==> config.mk <==
export PLATFORM = sky130hd
export DESIGN_NAME = instruction_fetch_unit_flat
export DESIGN_NICKNAME = d
export VERILOG_FILES = /design/src/rtl/instruction_fetch_unit_pkg.sv /design/src/rtl/instruction_fetch_unit_if.sv /design/src/rtl/instruction_fetch_unit_fetch_queue.sv /design/src/rtl/instruction_fetch_unit.sv /design/src/flat_wrapper.sv
export SDC_FILE = /design/constraint.sdc
export NUM_CORES = 1
export LEC_CHECK = 0
export BUFFER_PORTS_ARGS = -buffer_cell sky130_fd_sc_hd__buf_2
export CAP_MARGIN = 20
export CORE_MARGIN = 2
export CORE_UTILIZATION = 54
export DETAILED_ROUTE_END_ITERATION = 16
export PLACE_DENSITY = 0.85
export SLEW_MARGIN = 20
export SYNTH_ARGS = -nofsm -noshare
export SYNTH_HDL_FRONTEND = slang
export SYNTH_HIERARCHICAL = 1
export SYNTH_SLANG_ARGS = --single-unit
==> constraint.sdc <==
create_clock -name clk -period 8.1 [get_ports clk]
set_input_delay 0.405 -clock clk [delete_from_list [all_inputs] [get_ports clk]]
set_output_delay 0.405 -clock clk [all_outputs]
set_load 0.1 [all_outputs]
==> src/rtl/instruction_fetch_unit_pkg.sv <==
// Shared fetch-unit constants and the fetch FSM state encoding.
package instruction_fetch_unit_pkg;

    localparam int unsigned DEFAULT_XLEN = 32;
    localparam int unsigned INSTR_BYTES = 4;
    localparam logic [DEFAULT_XLEN-1:0] DEFAULT_RESET_VECTOR = '0;

    typedef enum logic [1:0] {
        StBoot,
        StRun,
        StHalted
    } fetch_state_e;

endpackage

==> src/rtl/instruction_fetch_unit_if.sv <==
// Instruction-memory read port plus the fetch-to-decode valid/ready channel.
interface instruction_fetch_unit_if #(
    parameter int unsigned XLEN = 32
);
    logic [XLEN-1:0] imem_address;
    logic [31:0]     imem_instruction;
    logic            if_valid;
    logic            if_ready;
    logic [31:0]     if_instr;
    logic [XLEN-1:0] if_pc;

    modport master (
        output imem_address,
        input  imem_instruction,
        output if_valid,
        input  if_ready,
        output if_instr,
        output if_pc
    );

    modport slave (
        input  imem_address,
        output imem_instruction,
        input  if_valid,
        output if_ready,
        input  if_instr,
        input  if_pc
    );
endinterface

==> src/rtl/instruction_fetch_unit_fetch_queue.sv <==
// Small synchronous FIFO with flush; head reads as zero while empty.
module instruction_fetch_unit_fetch_queue #(
    parameter int unsigned WIDTH = 64,
    parameter int unsigned DEPTH = 2
) (
    input  logic             clk,
    input  logic             rst_n,
    input  logic             push,
    input  logic [WIDTH-1:0] push_data,
    input  logic             pop,
    input  logic             flush,
    output logic [WIDTH-1:0] pop_data,
    output logic             full,
    output logic             empty
);
    localparam int unsigned PtrW = (DEPTH > 1) ? $clog2(DEPTH) : 1;
    localparam int unsigned CntW = $clog2(DEPTH + 1);

    logic [WIDTH-1:0] mem_q [DEPTH];
    logic [PtrW-1:0]  rptr_q, wptr_q;
    logic [CntW-1:0]  count_q;
    logic             do_push, do_pop;

    assign empty    = (count_q == '0);
    assign full     = (count_q == CntW'(DEPTH));
    // Flush wins over both push and pop issued in the same cycle.
    assign do_push  = push && !flush && (!full || pop);
    assign do_pop   = pop && !flush && !empty;
    assign pop_data = empty ? '0 : mem_q[rptr_q];

    always_ff @(posedge clk) begin
        if (do_push) begin
            mem_q[wptr_q] <= push_data;
        end
    end

    always_ff @(posedge clk or negedge rst_n) begin
        if (!rst_n) begin
            rptr_q  <= '0;
            wptr_q  <= '0;
            count_q <= '0;
        end else if (flush) begin
            rptr_q  <= '0;
            wptr_q  <= '0;
            count_q <= '0;
        end else begin
            if (do_push) wptr_q <= wptr_q + 1'b1;
            if (do_pop) rptr_q <= rptr_q + 1'b1;
            if (do_push && !do_pop) begin
                count_q <= count_q + 1'b1;
            end else if (!do_push && do_pop) begin
                count_q <= count_q - 1'b1;
            end
        end
    end

endmodule

==> src/rtl/instruction_fetch_unit.sv <==
// Fetch stage: owns PC and boot/run/halt FSM, reads imem and queues {pc, instr} for decode.
module instruction_fetch_unit
    import instruction_fetch_unit_pkg::*;
#(
    parameter int unsigned      XLEN         = DEFAULT_XLEN,
    parameter logic [XLEN-1:0]  RESET_VECTOR = DEFAULT_RESET_VECTOR,
    parameter int unsigned      MEM_WORDS    = 256,
    parameter int unsigned      QUEUE_DEPTH  = 2
) (
    input  logic                      clk,
    input  logic                      rst_n,
    instruction_fetch_unit_if.master  bus,
    input  logic                      redirect_valid,
    input  logic [XLEN-1:0]           redirect_target,
    input  logic                      halt_req,
    output logic                      fetch_fault,
    output logic                      halted
);
    localparam int unsigned     EntryW  = 32 + XLEN;
    localparam logic [XLEN:0]   PcLimit = (XLEN + 1)'(MEM_WORDS) << 2;

    fetch_state_e    state_q, state_d;
    logic [XLEN-1:0] pc_q, pc_d;
    logic            fault_q, fault_d;
    logic            push, pop, flush, full, empty, fetch_en, pc_legal;
    logic [EntryW-1:0] head;

    assign pc_legal = ({1'b0, pc_q} < PcLimit);
    assign pop      = !empty && bus.if_ready;
    assign fetch_en = !full || pop;

    always_comb begin
        state_d = state_q;
        pc_d    = pc_q;
        fault_d = fault_q;
        push    = 1'b0;
        flush   = 1'b0;
        if (state_q != StHalted && redirect_valid) begin
            flush = 1'b1;
            if (redirect_target[1:0] != 2'b00) begin
                fault_d = 1'b1;
                state_d = StHalted;
            end else begin
                pc_d = redirect_target;
                if (state_q == StBoot) state_d = StRun;
            end
        end else begin
            unique case (state_q)
                StBoot: state_d = StRun;
                StRun: begin
                    if (halt_req) begin
                        state_d = StHalted;
                    end else if (fetch_en) begin
                        if (pc_legal) begin
                            push = 1'b1;
                            pc_d = pc_q + XLEN'(INSTR_BYTES);
                        end else begin
                            fault_d = 1'b1;
                            state_d = StHalted;
                        end
                    end
                end
                StHalted: state_d = StHalted;
                default:  state_d = StHalted;
            endcase
        end
    end

    always_ff @(posedge clk or negedge rst_n) begin
        if (!rst_n) begin
            state_q <= StBoot;
            pc_q    <= RESET_VECTOR;
            fault_q <= 1'b0;
        end else begin
            state_q <= state_d;
            pc_q    <= pc_d;
            fault_q <= fault_d;
        end
    end

    instruction_fetch_unit_fetch_queue #(
        .WIDTH(EntryW),
        .DEPTH(QUEUE_DEPTH)
    ) u_queue (
        .clk      (clk),
        .rst_n    (rst_n),
        .push     (push),
        .push_data({pc_q, bus.imem_instruction}),
        .pop      (pop),
        .flush    (flush),
        .pop_data (head),
        .full     (full),
        .empty    (empty)
    );

    assign bus.imem_address = pc_q;
    assign bus.if_valid     = !empty;
    assign bus.if_pc        = head[EntryW-1:32];
    assign bus.if_instr     = head[31:0];
    assign fetch_fault      = fault_q;
    assign halted           = (state_q == StHalted);

endmodule

==> src/flat_wrapper.sv <==
// flat-port wrapper written by rule: the top's interface ports become plain ports
module instruction_fetch_unit_flat import instruction_fetch_unit_pkg::*;
#(
    parameter int unsigned      XLEN         = DEFAULT_XLEN,
    parameter logic [XLEN-1:0]  RESET_VECTOR = DEFAULT_RESET_VECTOR,
    parameter int unsigned      MEM_WORDS    = 256,
    parameter int unsigned      QUEUE_DEPTH  = 2
)
  (clk, rst_n, redirect_valid, redirect_target, halt_req, fetch_fault, halted, bus_imem_address, bus_imem_instruction, bus_if_valid, bus_if_ready, bus_if_instr, bus_if_pc);
  instruction_fetch_unit_if #(.XLEN(XLEN)) bus_i ();
  input  logic clk;
  input  logic rst_n;
  input  logic redirect_valid;
  input  logic [XLEN-1:0] redirect_target;
  input  logic halt_req;
  output logic fetch_fault;
  output logic halted;
  output wire logic [$bits(bus_i.imem_address)-1:0] bus_imem_address;
  input wire logic [$bits(bus_i.imem_instruction)-1:0] bus_imem_instruction;
  output wire logic [$bits(bus_i.if_valid)-1:0] bus_if_valid;
  input wire logic [$bits(bus_i.if_ready)-1:0] bus_if_ready;
  output wire logic [$bits(bus_i.if_instr)-1:0] bus_if_instr;
  output wire logic [$bits(bus_i.if_pc)-1:0] bus_if_pc;
  assign bus_imem_address = bus_i.imem_address;
  assign bus_i.imem_instruction = bus_imem_instruction;
  assign bus_if_valid = bus_i.if_valid;
  assign bus_i.if_ready = bus_if_ready;
  assign bus_if_instr = bus_i.if_instr;
  assign bus_if_pc = bus_i.if_pc;
  instruction_fetch_unit #(.XLEN(XLEN), .RESET_VECTOR(RESET_VECTOR), .MEM_WORDS(MEM_WORDS), .QUEUE_DEPTH(QUEUE_DEPTH)) u_core (.clk(clk), .rst_n(rst_n), .bus(bus_i), .redirect_valid(redirect_valid), .redirect_target(redirect_target), .halt_req(halt_req), .fetch_fault(fetch_fault), .halted(halted));
endmodule
==> impl_results.md, run 1 <==
* Final #Nets at 761
* Synth top area share at 0.546
* CP bufs+invs at 2
* Crit path depth at 5
* RSZ-0062 raised after global routing: false
* Area leader, netlist: edfxtp_1
* DR WL/cell at 18.6 microns
* FF-to-FF path depth at 5
* Vias in the first global route at 4886
* Setup TNS at 0 ns
* CTS tree: yes
* Worst R2R End: u_core/u_queue/mem_q[0][30]
* Final wirelength at 16300 microns
* Final Max Slew Viols at 0
* Via/cell ratio at 5.70
* R2r setup slk at 4.50 ns
* Layout cells sized above 1 at 0.307
* Hold Vio Cnt, Final at 0
* Post-Syn Area at 0.00704 sq mm
* Post-synth EDFFs at 128
* First-pass DRT Iterations at 5
* Die X at 118 microns
* Synthesized flop and latch total at 167
* Congestion Overflow GR at 0
* Top_reg_cell synth: edfxtp_1
* Slowest-stage cell, CP: nand2_1
* Post-route minimum period at 3.60 ns
* Synth top area cells: edfxtp_1 55%, dfrtp_1 14%, mux2i_1 9.2%, nor2_1 4.6%, nand2_1 2.0%
* CTS H-tree lvls at 4
* Synth Warn # at 6
* Pre-CTS WS at 4.63 ns
* Largest net degree at the start of global routing at 66
* Sw power at 0.000482 W
* Setup Skew at 0.00815 ns
* Crit path cell chain: nand2b_4 > nand2_1 > clkinv_1 > nor3_2 > buf_4
* Longest Clk Path Bufs at 2
* Placed cell count at 843
* Cells after Synth at 522
* TritonCTS Buffers at 17
* Worst-path clk slew at 0.06 ns
* Crit path max-delay family: buffers and inverters
* Max IR drop VDD at 155 uV
* Setup violators final at 0
* Highest net fanout along the worst path at 64
* Insertion delay to the later sink of the worst-skew pair at 0.42 ns
* Cell variety after synth at 50
* CP Capture Type: flop
* Core Util, Final at 0.680
* Max_cap viols at 0
* Sequential power share at 0.492
* Max incr delay on CP at 0.78 ns
* # DRC at 0
* Power share of the combinational group at 0.087
* Leak at 3.36 nW
* Fraction of registers with async set/reset at 0.234
* Crit. Startpoint: u_core/state_q[0]
* Starting DRC count in detailed routing at 472
* Crit path DAT at 3.65 ns
* Port Buffers at 167
* Internal at 0.00148 W
* Critical Path Sink: u_core/u_queue/mem_q[0][30]
* Gpl congestion at 0.930
* Remaining antenna violation count at 0
* Slew Limit Headroom at 0.304
* Syn Nets at 592
* Worst-margin pin slew at 1.04 ns
* Final Cycle Share at 0.444
* Post-Layout Cell Count at 876
* Vias at 4991
* Clk sinks at 167
* Core ar. at 0.0127 sq mm
* Max Clk Rate at 0.278 GHz
* Sw Ratio at 0.245
* Clk pwr share at 0.421
* Die Y at 118 microns
* Hold Buf Count CTS at 0
* WP data required at 8.15 ns
* CP Class: flop to flop
* Die ar. at 0.0140 sq mm
* Post-CTS Setup Bufs at 0
* Syn_area_per_cell at 13.5 sq um
* Global-route wire length before repair at 25500 microns
* Number of placement rows at 41
* Starting Density at 0.555
* Worst setup SP type: flop
* # resized after CTS at 0
* I/O Pins at 168
* P per Cell Area at 228 mW/mm^2
* Setup WS post-layout at 4.50 ns
* N_diodes at 0
* Sequential area share after synthesis at 0.685
* Antenna violations before repair at 0
* Area grow syn2layout at 22.4%
* Min-delay worst type: primary input to async pin
* Reg2reg start: u_core/state_q[0]
* Root Driver: clkbuf_16
* Status: complete, no violations
* Dpl hpwl at 10700 microns
* Global Route Usage Sum at 0.239
[sequential cells by signal, summed over array words and instances (netlist names)]
name and flops:
u_core/fetch_fault 1, u_core/u_queue/wptr_q 1, u_core/state_q 2, u_core/bus.imem_address 32, u_core/u_queue/count_q 2, u_core/u_queue/mem_q 128, u_core/u_queue/rptr_q 1
[stage by stage]
| step | total power, W | hold WS (ns) | instance area, sq um |
|---|---|---|---|
| global route | 0.00202 | 0.150 | 8610 |
| CTS | 0.00198 | 0.135 | 8590 |
| finish | 0.00197 | 0.111 | 8610 |
| floorplan | 0.00110 | 0.109 | 7040 |
| detailed placement | 0.00116 | 0.452 | 7970 |
| global placement | 0.00115 | 0.451 | 7970 |
[power by group through the flow]
stage | clock network, W | logic, W | registers [W]
3_5_place_dp | 0 | 0.000172 | 0.000984
5_1_grt | 0.000877 | 0.000179 | 0.000969
4_1_cts | 0.000841 | 0.000172 | 0.000966
3_3_place_gp | 0 | 0.000170 | 0.000982
6_report | 0.000828 | 0.000172 | 0.000967
2_1_floorplan | 0 | 0.0000204 | 0.00108
[cell families after synthesis]
| kind of cell | after synthesis | share of synthesized area |
|---|---|---|
| AO/OA/AOI/OAI | 70 | 0.0678 |
| adder cells (fa/ha/maj) | 1 | 0.00178 |
| buffers and inverters | 32 | 0.0297 |
| XOR/XNOR | 2 | 0.00249 |
| multiplexers | 66 | 0.0946 |
| flip-flops | 167 | 0.685 |
| AND/OR/NAND/NOR | 184 | 0.119 |
[synth_stat cells (all sizes together) (2+ instances only)]
master,number
mux2i,65
or2,4
a2bb2oi,3
o22ai,6
a22o,4
edfxtp,128
o21ai,13
nor4,6
nand2,37
nor3,8
buf,17
clkbuf,6
nand4,9
nand3,10
dfrtp,39
inv,8
and2,5
and3,3
a31oi,2
nor2b,3
nor3b,2
nand2b,6
xor2,2
o22a,5
a311oi,2
nor2,87
a21oi,24
[layout by cell type (no fill, tap or decap), types with 6 or more instances in the layout]
| cell | n |
|---|---|
| nand4_1 | 9 |
| inv_1 | 8 |
| nor4_1 | 6 |
| o21ai_0 | 12 |
| o22ai_1 | 6 |
| a21oi_1 | 23 |
| nand2_1 | 37 |
| dfrtp_1 | 38 |
| edfxtp_1 | 128 |
| clkbuf_16 | 17 |
| nor2_1 | 86 |
| buf_2 | 167 |
| mux2i_1 | 65 |
| nand3_1 | 10 |
| nor3_1 | 7 |
[how the worst min path moves through the flow]
stage                                  start                          end  slack [ns]  depth (start not counted)
floorplan                              rst_n   u_core/bus.imem_address[0]        0.11                          0
global placement          u_core/fetch_fault           u_core/fetch_fault        0.45                          1
detailed placement        u_core/fetch_fault           u_core/fetch_fault        0.45                          1
CTS                                    rst_n            u_core/state_q[1]        0.13                          1
global route        bus_imem_instruction[25]  u_core/u_queue/mem_q[1][25]        0.15                          1
finish                                 rst_n   u_core/bus.imem_address[7]        0.11                          1
[cell type report]
cell class | instances | area [sq um]
clock inverter | 14 | 183
timing repair buffer | 173 | 901
clock buffer | 18 | 429
tap | 172 | 215
multi-input combinational | 323 | 2030
fill | 936 | 4060
inverter | 9 | 33.8
sequential | 167 | 4820
[per-layer routing]
metal | routed length [microns] | part of all wire | global-route usage
met2 | 7860 | 0.48 | 0.376
met1 | 6540 | 0.40 | 0.315
met5 | 0 | 0 | 0
met4 | 354 | 0.022 | 0.108
met3 | 1550 | 0.095 | 0.0632
Note: power is estimated with default switching activity, not from simulation.
==> run 2, diff against run 1 <==
--- a/config.mk
+++ b/config.mk
@@ -5,12 +5,13 @@
 export SDC_FILE = /design/constraint.sdc
 export NUM_CORES = 1
 export LEC_CHECK = 0
+export ABC_AREA = 1
 export BUFFER_PORTS_ARGS = -buffer_cell sky130_fd_sc_hd__buf_2
 export CAP_MARGIN = 20
 export CORE_MARGIN = 2
-export CORE_UTILIZATION = 54
+export CORE_UTILIZATION = 49
 export DETAILED_ROUTE_END_ITERATION = 16
-export PLACE_DENSITY = 0.85
+export PLACE_DENSITY = 0.81
 export SLEW_MARGIN = 20
 export SYNTH_ARGS = -nofsm -noshare
 export SYNTH_HDL_FRONTEND = slang
==> constraint.sdc (replaced) <==
create_clock -name clk -period 3.14 [get_ports clk]
set_input_delay 0.157 -clock clk [delete_from_list [all_inputs] [get_ports clk]]
set_output_delay 0.157 -clock clk [all_outputs]
set_load 0.1 [all_outputs]
==> run 2 against run 1 <==
Net effect:
- via count is 22% higher
- setup slack got worse by 4.1 ns
- clock power grew 130%
- critical path depth did not move
- final area is 12% higher
- utilization is 6.3 points lower
- sequential cell count unchanged
- clock skew down 0.0024 ns
- final cell count rose by 36%
- synthesized cell count increased by 47%
==> impl_results.md, run 2 <==
* Max FFs per register at 128
* Worst-margin pin slew at 1.01 ns
* Syn Nets at 835
* Via/cell ratio at 5.12
* Antenna violations before repair at 0
* Worst-path clk slew at 0.06 ns
* Final wirelength at 19600 microns
* Hold Path Stages at 5
* TritonCTS Buffers at 17
* Synthesized flop and latch total at 167
* Worst R2R End: u_core/u_queue/mem_q[0][6]
* Highest net fanout along the worst path at 33
* Final Max Slew Viols at 0
* Reg2reg start: u_core/u_queue/count_q[0]
* Post-synth EDFFs at 128
* Max_cap viols at 0
* Synth top area share at 0.495
* WHS Endpoint: u_core/bus.imem_address[16]
* Hold Vio Cnt, Final at 0
* Area leader, netlist: edfxtp_1
* Starting Density at 0.496
* # DRC at 0
* Die Y at 130 microns
* Setup violators final at 0
* FF-to-FF path depth at 9
* Vias at 6108
* Starting DRC count in detailed routing at 599
* CP Class: flop to output pin
* Synth top area cells: edfxtp_1 50%, nand2_1 13%, dfrtp_1 13%, a21oi_2 5.6%, nor2_1 3.0%
* Min-delay worst type: primary input to flop
* Cell variety after synth at 35
* RSZ-0062 raised after global routing: false
* Congestion Overflow GR at 0
* R2r setup slk at 0.45 ns
* Number of placement rows at 46
* Fill count at 1287
* Dpl hpwl at 12700 microns
* Count leader, synth: nand2_1
* Cells after Synth at 765
* Post-route minimum period at 2.77 ns
* Global-route wire length before repair at 29200 microns
* First-pass DRT Iterations at 6
* Hold Startpoint: redirect_target[16]
* Most frequent cells in the layout: 274 x nand2_1, 167 x buf_2, 128 x edfxtp_1, 59 x nor2_1, 50 x a21oi_2
* CTS tree: yes
* Global Route Usage Sum at 0.231
* Remaining antenna violation count at 0
* CTS H-tree lvls at 4
* Die X at 130 microns
* DR WL/cell at 16.4 microns
* Total chip power at 0.00438 W
* Core ar. at 0.0157 sq mm
* P per Cell Area at 454 mW/mm^2
* Top_reg_cell synth: edfxtp_1
* N_diodes at 0
* Power share of the combinational group at 0.023
* Longest Clk Path Bufs at 2
* WHS at 0.0204 ns
* Largest Register: u_core/u_queue/mem_q
* Setup Skew at 0.00578 ns
* Insertion delay to the later sink of the worst-skew pair at 0.42 ns
* Max Clk Rate at 0.361 GHz
* CP Capture Type: output pin
* Clk sinks at 167
* Sw power at 0.000830 W
* Max IR drop VDD at 410 uV
* WP data required at 2.98 ns
* I/O Pins at 168
* Synth Warn # at 6
* Final Cycle Share at 0.883
* Crit path DAT at 2.62 ns
* Sw Ratio at 0.189
* Post-Syn Area at 0.00776 sq mm
* Commonest cells in the netlist: 274 x nand2_1, 128 x edfxtp_1, 62 x nor2_1
* Port Buffers at 167
* Commonest non-fill, non-tap cell in the layout: nand2_1
* Sequential power share at 0.540
* Largest net degree at the start of global routing at 66
* Root Driver: clkbuf_16
* Worst setup SP type: flop
* Fraction of registers with async set/reset at 0.234
* Sequential area share after synthesis at 0.621
* Die ar. at 0.0169 sq mm
* Syn_area_per_cell at 10.1 sq um
* Vias in the first global route at 5848
* Area grow syn2layout at 24.3%
* Internal at 0.00355 W
* Layout cells sized above 1 at 0.339
* Final #Nets at 1033
* Status: complete, no violations
* Setup TNS at 0 ns
* Clk pwr share at 0.437
* Gpl congestion at 0.863
* Core Util, Final at 0.616
* Leak at 4.11 nW
* Slew Limit Headroom at 0.328
-- run 2: repair_timing --
action                                 in CTS  in global routing
setup buffers                               0                  0
resized for setup                           0                  0
setup endpoints to repair                   0                  0
endpoints found under the hold margin     103                  0
hold buffers                               33                  0
-- run 2: cell families after synthesis --
kind of cell,share of synthesized area
multiplexers,0.00129
buffers and inverters,0.0538
XOR/XNOR,0.00113
flip-flops,0.621
AND/OR/NAND/NOR,0.224
adder cells (fa/ha/maj),0.00161
AO/OA/AOI/OAI,0.0969
-- run 2: routing by layer --
layer  GRT usage  part of all wire  vias to the layer above
met4       0.103             0.030                        0
met2       0.387              0.47                      271
met5           0                 0                        -
met1       0.280              0.42                     2868
met3      0.0648             0.078                       43
li1            -                 -                     2926
-- run 2: worst max path at each step --
stage / startpoint / endpoint / slack [ns] / depth (start not counted)
floorplan: u_core/bus.imem_address[10] / u_core/u_queue/mem_q[0][0] / 0.07 / 9
global placement: u_core/bus.imem_address[28] / u_core/u_queue/mem_q[0][2] / 0.60 / 10
detailed placement: u_core/u_queue/count_q[0] / u_core/u_queue/mem_q[0][8] / 0.53 / 9
CTS: u_core/u_queue/rptr_q / bus_if_pc[6] / 0.36 / 5
global route: u_core/u_queue/count_q[0] / u_core/u_queue/mem_q[0][0] / 0.14 / 9
finish: u_core/u_queue/rptr_q / bus_if_instr[27] / 0.37 / 5
-- run 2: power by group through the flow --
stage                     Clock [W]  Combinational [W]  Sequential (W)
after floorplan                   0         0.00000356         0.00241
after global placement            0          0.0000652         0.00241
after detailed placement          0          0.0000665         0.00241
after CTS                   0.00194          0.0000996         0.00237
after global routing        0.00203           0.000109         0.00237
final                       0.00192          0.0000992         0.00237
-- run 2: final cells by class --
class / count / area, sq um / area share
Clock buffer: 24 / 472 / 0.0489
Tap cell: 216 / 270 / 0.0280
Multi-Input combinational cell: 516 / 2550 / 0.264
Clock inverter: 8 / 73.8 / 0.00765
Sequential cell: 167 / 4850 / 0.503
Timing Repair Buffer: 210 / 1240 / 0.129
Inverter: 51 / 196 / 0.0204
-- run 2: stage by stage --
step                      std cells  setup WS [ns]  instance area [sq um]
after global routing           1192          0.138                   9650
after global placement         1127          0.596                   8770
after CTS                      1192          0.358                   9650
after floorplan                 765         0.0667                   7800
after detailed placement       1127          0.528                   8770
final                          1192          0.368                   9650
-- run 2: critical path, stage by stage (launching register included) --
cell	delay, ns
dfrtp_2	0.64
inv_2	0.46
buf_4	0.34
nand2_1	0.13
a21oi_2	0.15
buf_2	0.45
==> run 3, diff against run 2 <==
--- a/config.mk
+++ b/config.mk
@@ -5,15 +5,13 @@
 export SDC_FILE = /design/constraint.sdc
 export NUM_CORES = 1
 export LEC_CHECK = 0
-export ABC_AREA = 1
 export BUFFER_PORTS_ARGS = -buffer_cell sky130_fd_sc_hd__buf_2
 export CAP_MARGIN = 20
 export CORE_MARGIN = 2
-export CORE_UTILIZATION = 49
+export CORE_UTILIZATION = 48
 export DETAILED_ROUTE_END_ITERATION = 16
 export PLACE_DENSITY = 0.81
 export SLEW_MARGIN = 20
 export SYNTH_ARGS = -nofsm -noshare
 export SYNTH_HDL_FRONTEND = slang
-export SYNTH_HIERARCHICAL = 1
 export SYNTH_SLANG_ARGS = --single-unit
==> run 3 against run 2 <==
Net effect:
- power grew 110%
- count of clock-buffer cells in the layout shrank 3
- fmax grew 7.8%
- via count shrank 17%
- critical path type is now flop to flop
- largest power group is now combinational cells
==> impl_results.md, run 3 <==
* Status: complete, no violations
* Placed cell count at 857
* Layout cells sized above 1 at 0.314
* Global-route wire length before repair at 26300 microns
* Final Max Slew Viols at 0
* Root Driver: clkbuf_16
* Area leader, netlist: edfxtp_1
* P per Cell Area at 1010 mW/mm^2
* WP data required at 3.25 ns
* Congestion Overflow GR at 0
* Largest Register: u_core.u_queue.mem_q
* CP Capture Type: flop
* Syn Nets at 592
* Post-Syn Area at 0.00697 sq mm
* CP bufs+invs at 1
* Count leader, synth: edfxtp_1
* Final #Nets at 798
* First-pass DRT Iterations at 5
* # DRC at 0
* DR WL/cell at 17.9 microns
* # resized after CTS at 0
* Post-Layout Cell Count at 924
* Port Buffers at 167
* Hold Vio Cnt, Final at 0
* Synth top area cells: edfxtp_1 55%, dfrtp_1 14%, mux2i_1 9.3%, nor2_1 5.2%, a21oi_1 1.9%
* Commonest non-fill, non-tap cell in the layout: buf_2
* Storage cell area at 0.00484 sq mm
* Max_cap viols at 0
* N_diodes at 0
* CP Class: flop to flop
* I/O Pins at 168
* Number of placement rows at 44
* Cells after Synth at 521
* Die X at 124 microns
* Max IR drop VDD at 543 uV
* Setup Skew at 0.0189 ns
* Placed Area at 0.00810 sq mm
* Die Y at 124 microns
* Final wirelength at 16500 microns
* Via/cell ratio at 5.48
* Commonest cells in the netlist: 128 x edfxtp_1, 96 x nor2_1, 65 x mux2i_1
* Sequential area share after synthesis at 0.692
* WHS at 0.0577 ns
* Crit path DAT at 2.68 ns
* Starting Density at 0.485
* Syn_area_per_cell at 13.4 sq um
* Core ar. at 0.0144 sq mm
* Insertion delay to the later sink of the worst-skew pair at 0.42 ns
* Vias in the first global route at 4993
* Cell variety after synth at 53
* Most frequent cells in the layout: 167 x buf_2, 128 x edfxtp_1, 95 x nor2_1, 65 x mux2i_1, 35 x dlygate4sd3_1
* Max incr delay on CP at 0.56 ns
* Crit path max-delay family: simple AND/OR/NAND/NOR gates
* Vias at 5065
* Leak at 3.78 nW
* Worst setup SP type: flop
* Slew Limit Headroom at 0.381
* Fill count at 1086
* Die ar. at 0.0155 sq mm
* Synth Warn # at 0
* Largest net degree at the start of global routing at 65
* Max FFs per register at 128
* CTS H-tree lvls at 4
* CTS tree: yes
* Longest Clk Path Bufs at 2
* RSZ-0062 raised after global routing: false
* Fraction of registers with async set/reset at 0.234
* Highest net fanout along the worst path at 22
* Dpl hpwl at 10900 microns
* Slowest-stage cell, CP: or4_4
* Multi-input logic area at 0.00205 sq mm
* Clk sinks at 167
* Crit path cell chain: or4_4 > a211oi_4 > and2_2 > and3_4 > buf_12
* Worst-margin pin slew at 0.929 ns
* Post-synth EDFFs at 128
* Post-route minimum period at 2.57 ns
* Global Route Usage Sum at 0.217
* Max Clk Rate at 0.389 GHz
* Worst-path clk slew at 0.06 ns
* Gpl congestion at 0.894
* Min-delay worst type: primary input to flop
* Starting DRC count in detailed routing at 373
* Setup violators final at 0
* Remaining antenna violation count at 0
* Area grow syn2layout at 29.9%
* Top_reg_cell synth: edfxtp_1
* Synth top area share at 0.552
* Fin area at 0.00905 sq mm
* Post-CTS Setup Bufs at 0
* Synthesized flop and latch total at 167
* Antenna violations before repair at 0
* Final Cycle Share at 0.819
* Core Util, Final at 0.630
* TritonCTS Buffers at 17
==> run 3: worst paths after layout <==
check	slack, ns	start	end	cells after the start
setup / recovery	0.57	u_core.bus.imem_address[25]	u_core.u_queue.mem_q[1][45]	5
hold reg to reg	0.49	u_core.fetch_fault	u_core.fetch_fault	1
setup reg to reg	0.57	u_core.bus.imem_address[25]	u_core.u_queue.mem_q[1][45]	5
min in group asynchronous	0.42	rst_n	u_core.bus.imem_address[24]	2
max in group asynchronous	2.04	rst_n	u_core.u_queue.rptr_q	2
hold / removal	0.06	redirect_target[10]	u_core.bus.imem_address[10]	3
==> run 3: logic make-up (layout without fill, tap and decap cells) <==
group           Yosys count  count (layout)  synth area share
compound gates           76              76            0.0682
buf+inv                  31             250            0.0189
mux                      66              66            0.0955
flops                   167             167             0.692
fa+ha+maj                 2               2           0.00359
simple gates            176             176             0.118
xor+xnor                  3               3           0.00377
==> run 3: worst reg2reg max path, stage by stage (launching register included) <==
cell      delay, ns
dfrtp_4        0.51
or4_4          0.56
a211oi_4       0.31
and2_2         0.21
and3_4         0.43
buf_12         0.24
==> run 3: routing by layer <==
metal	track usage	vias up	wire length, microns
met5	0	-	0
met4	0.0872	0	429
met3	0.0533	32	983
met2	0.348	221	8130
met1	0.285	2460	7000
li1	-	2352	-
==> run 3: power breakdown <==
| group | switching [W] | internal [W] | total (W) |
|---|---|---|---|
| clock | 0.000813 | 0.00127 | 0.00209 |
| sequential | 0.000197 | 0.00243 | 0.00263 |
| combinational | 0.00369 | 0.000713 | 0.00440 |
==> run 3: cell type report <==
| class | count | area share |
|---|---|---|
| clock buffers | 21 | 0.0498 |
| clock inverters | 11 | 0.0167 |
| inverters | 7 | 0.00290 |
| multi-input cells | 323 | 0.226 |
| flip-flops and latches | 167 | 0.535 |
| well taps | 184 | 0.0254 |
| repair buffers | 211 | 0.144 |
==> run 3: stage by stage <==
stage	setup TNS [ns]	worst slack (ns)	power (W)
2_1_floorplan	-32.08	-0.495	0.00637
5_1_grt	0	0.433	0.00941
6_report	0	0.569	0.00912
4_1_cts	0	0.554	0.00916
3_3_place_gp	0	0.615	0.00702
3_5_place_dp	0	0.569	0.00705
==> run 3: repair_timing <==
action,in CTS,in global routing
setup endpoints to repair,0,0
hold buffers,35,0
hold endpoints to repair,105,0
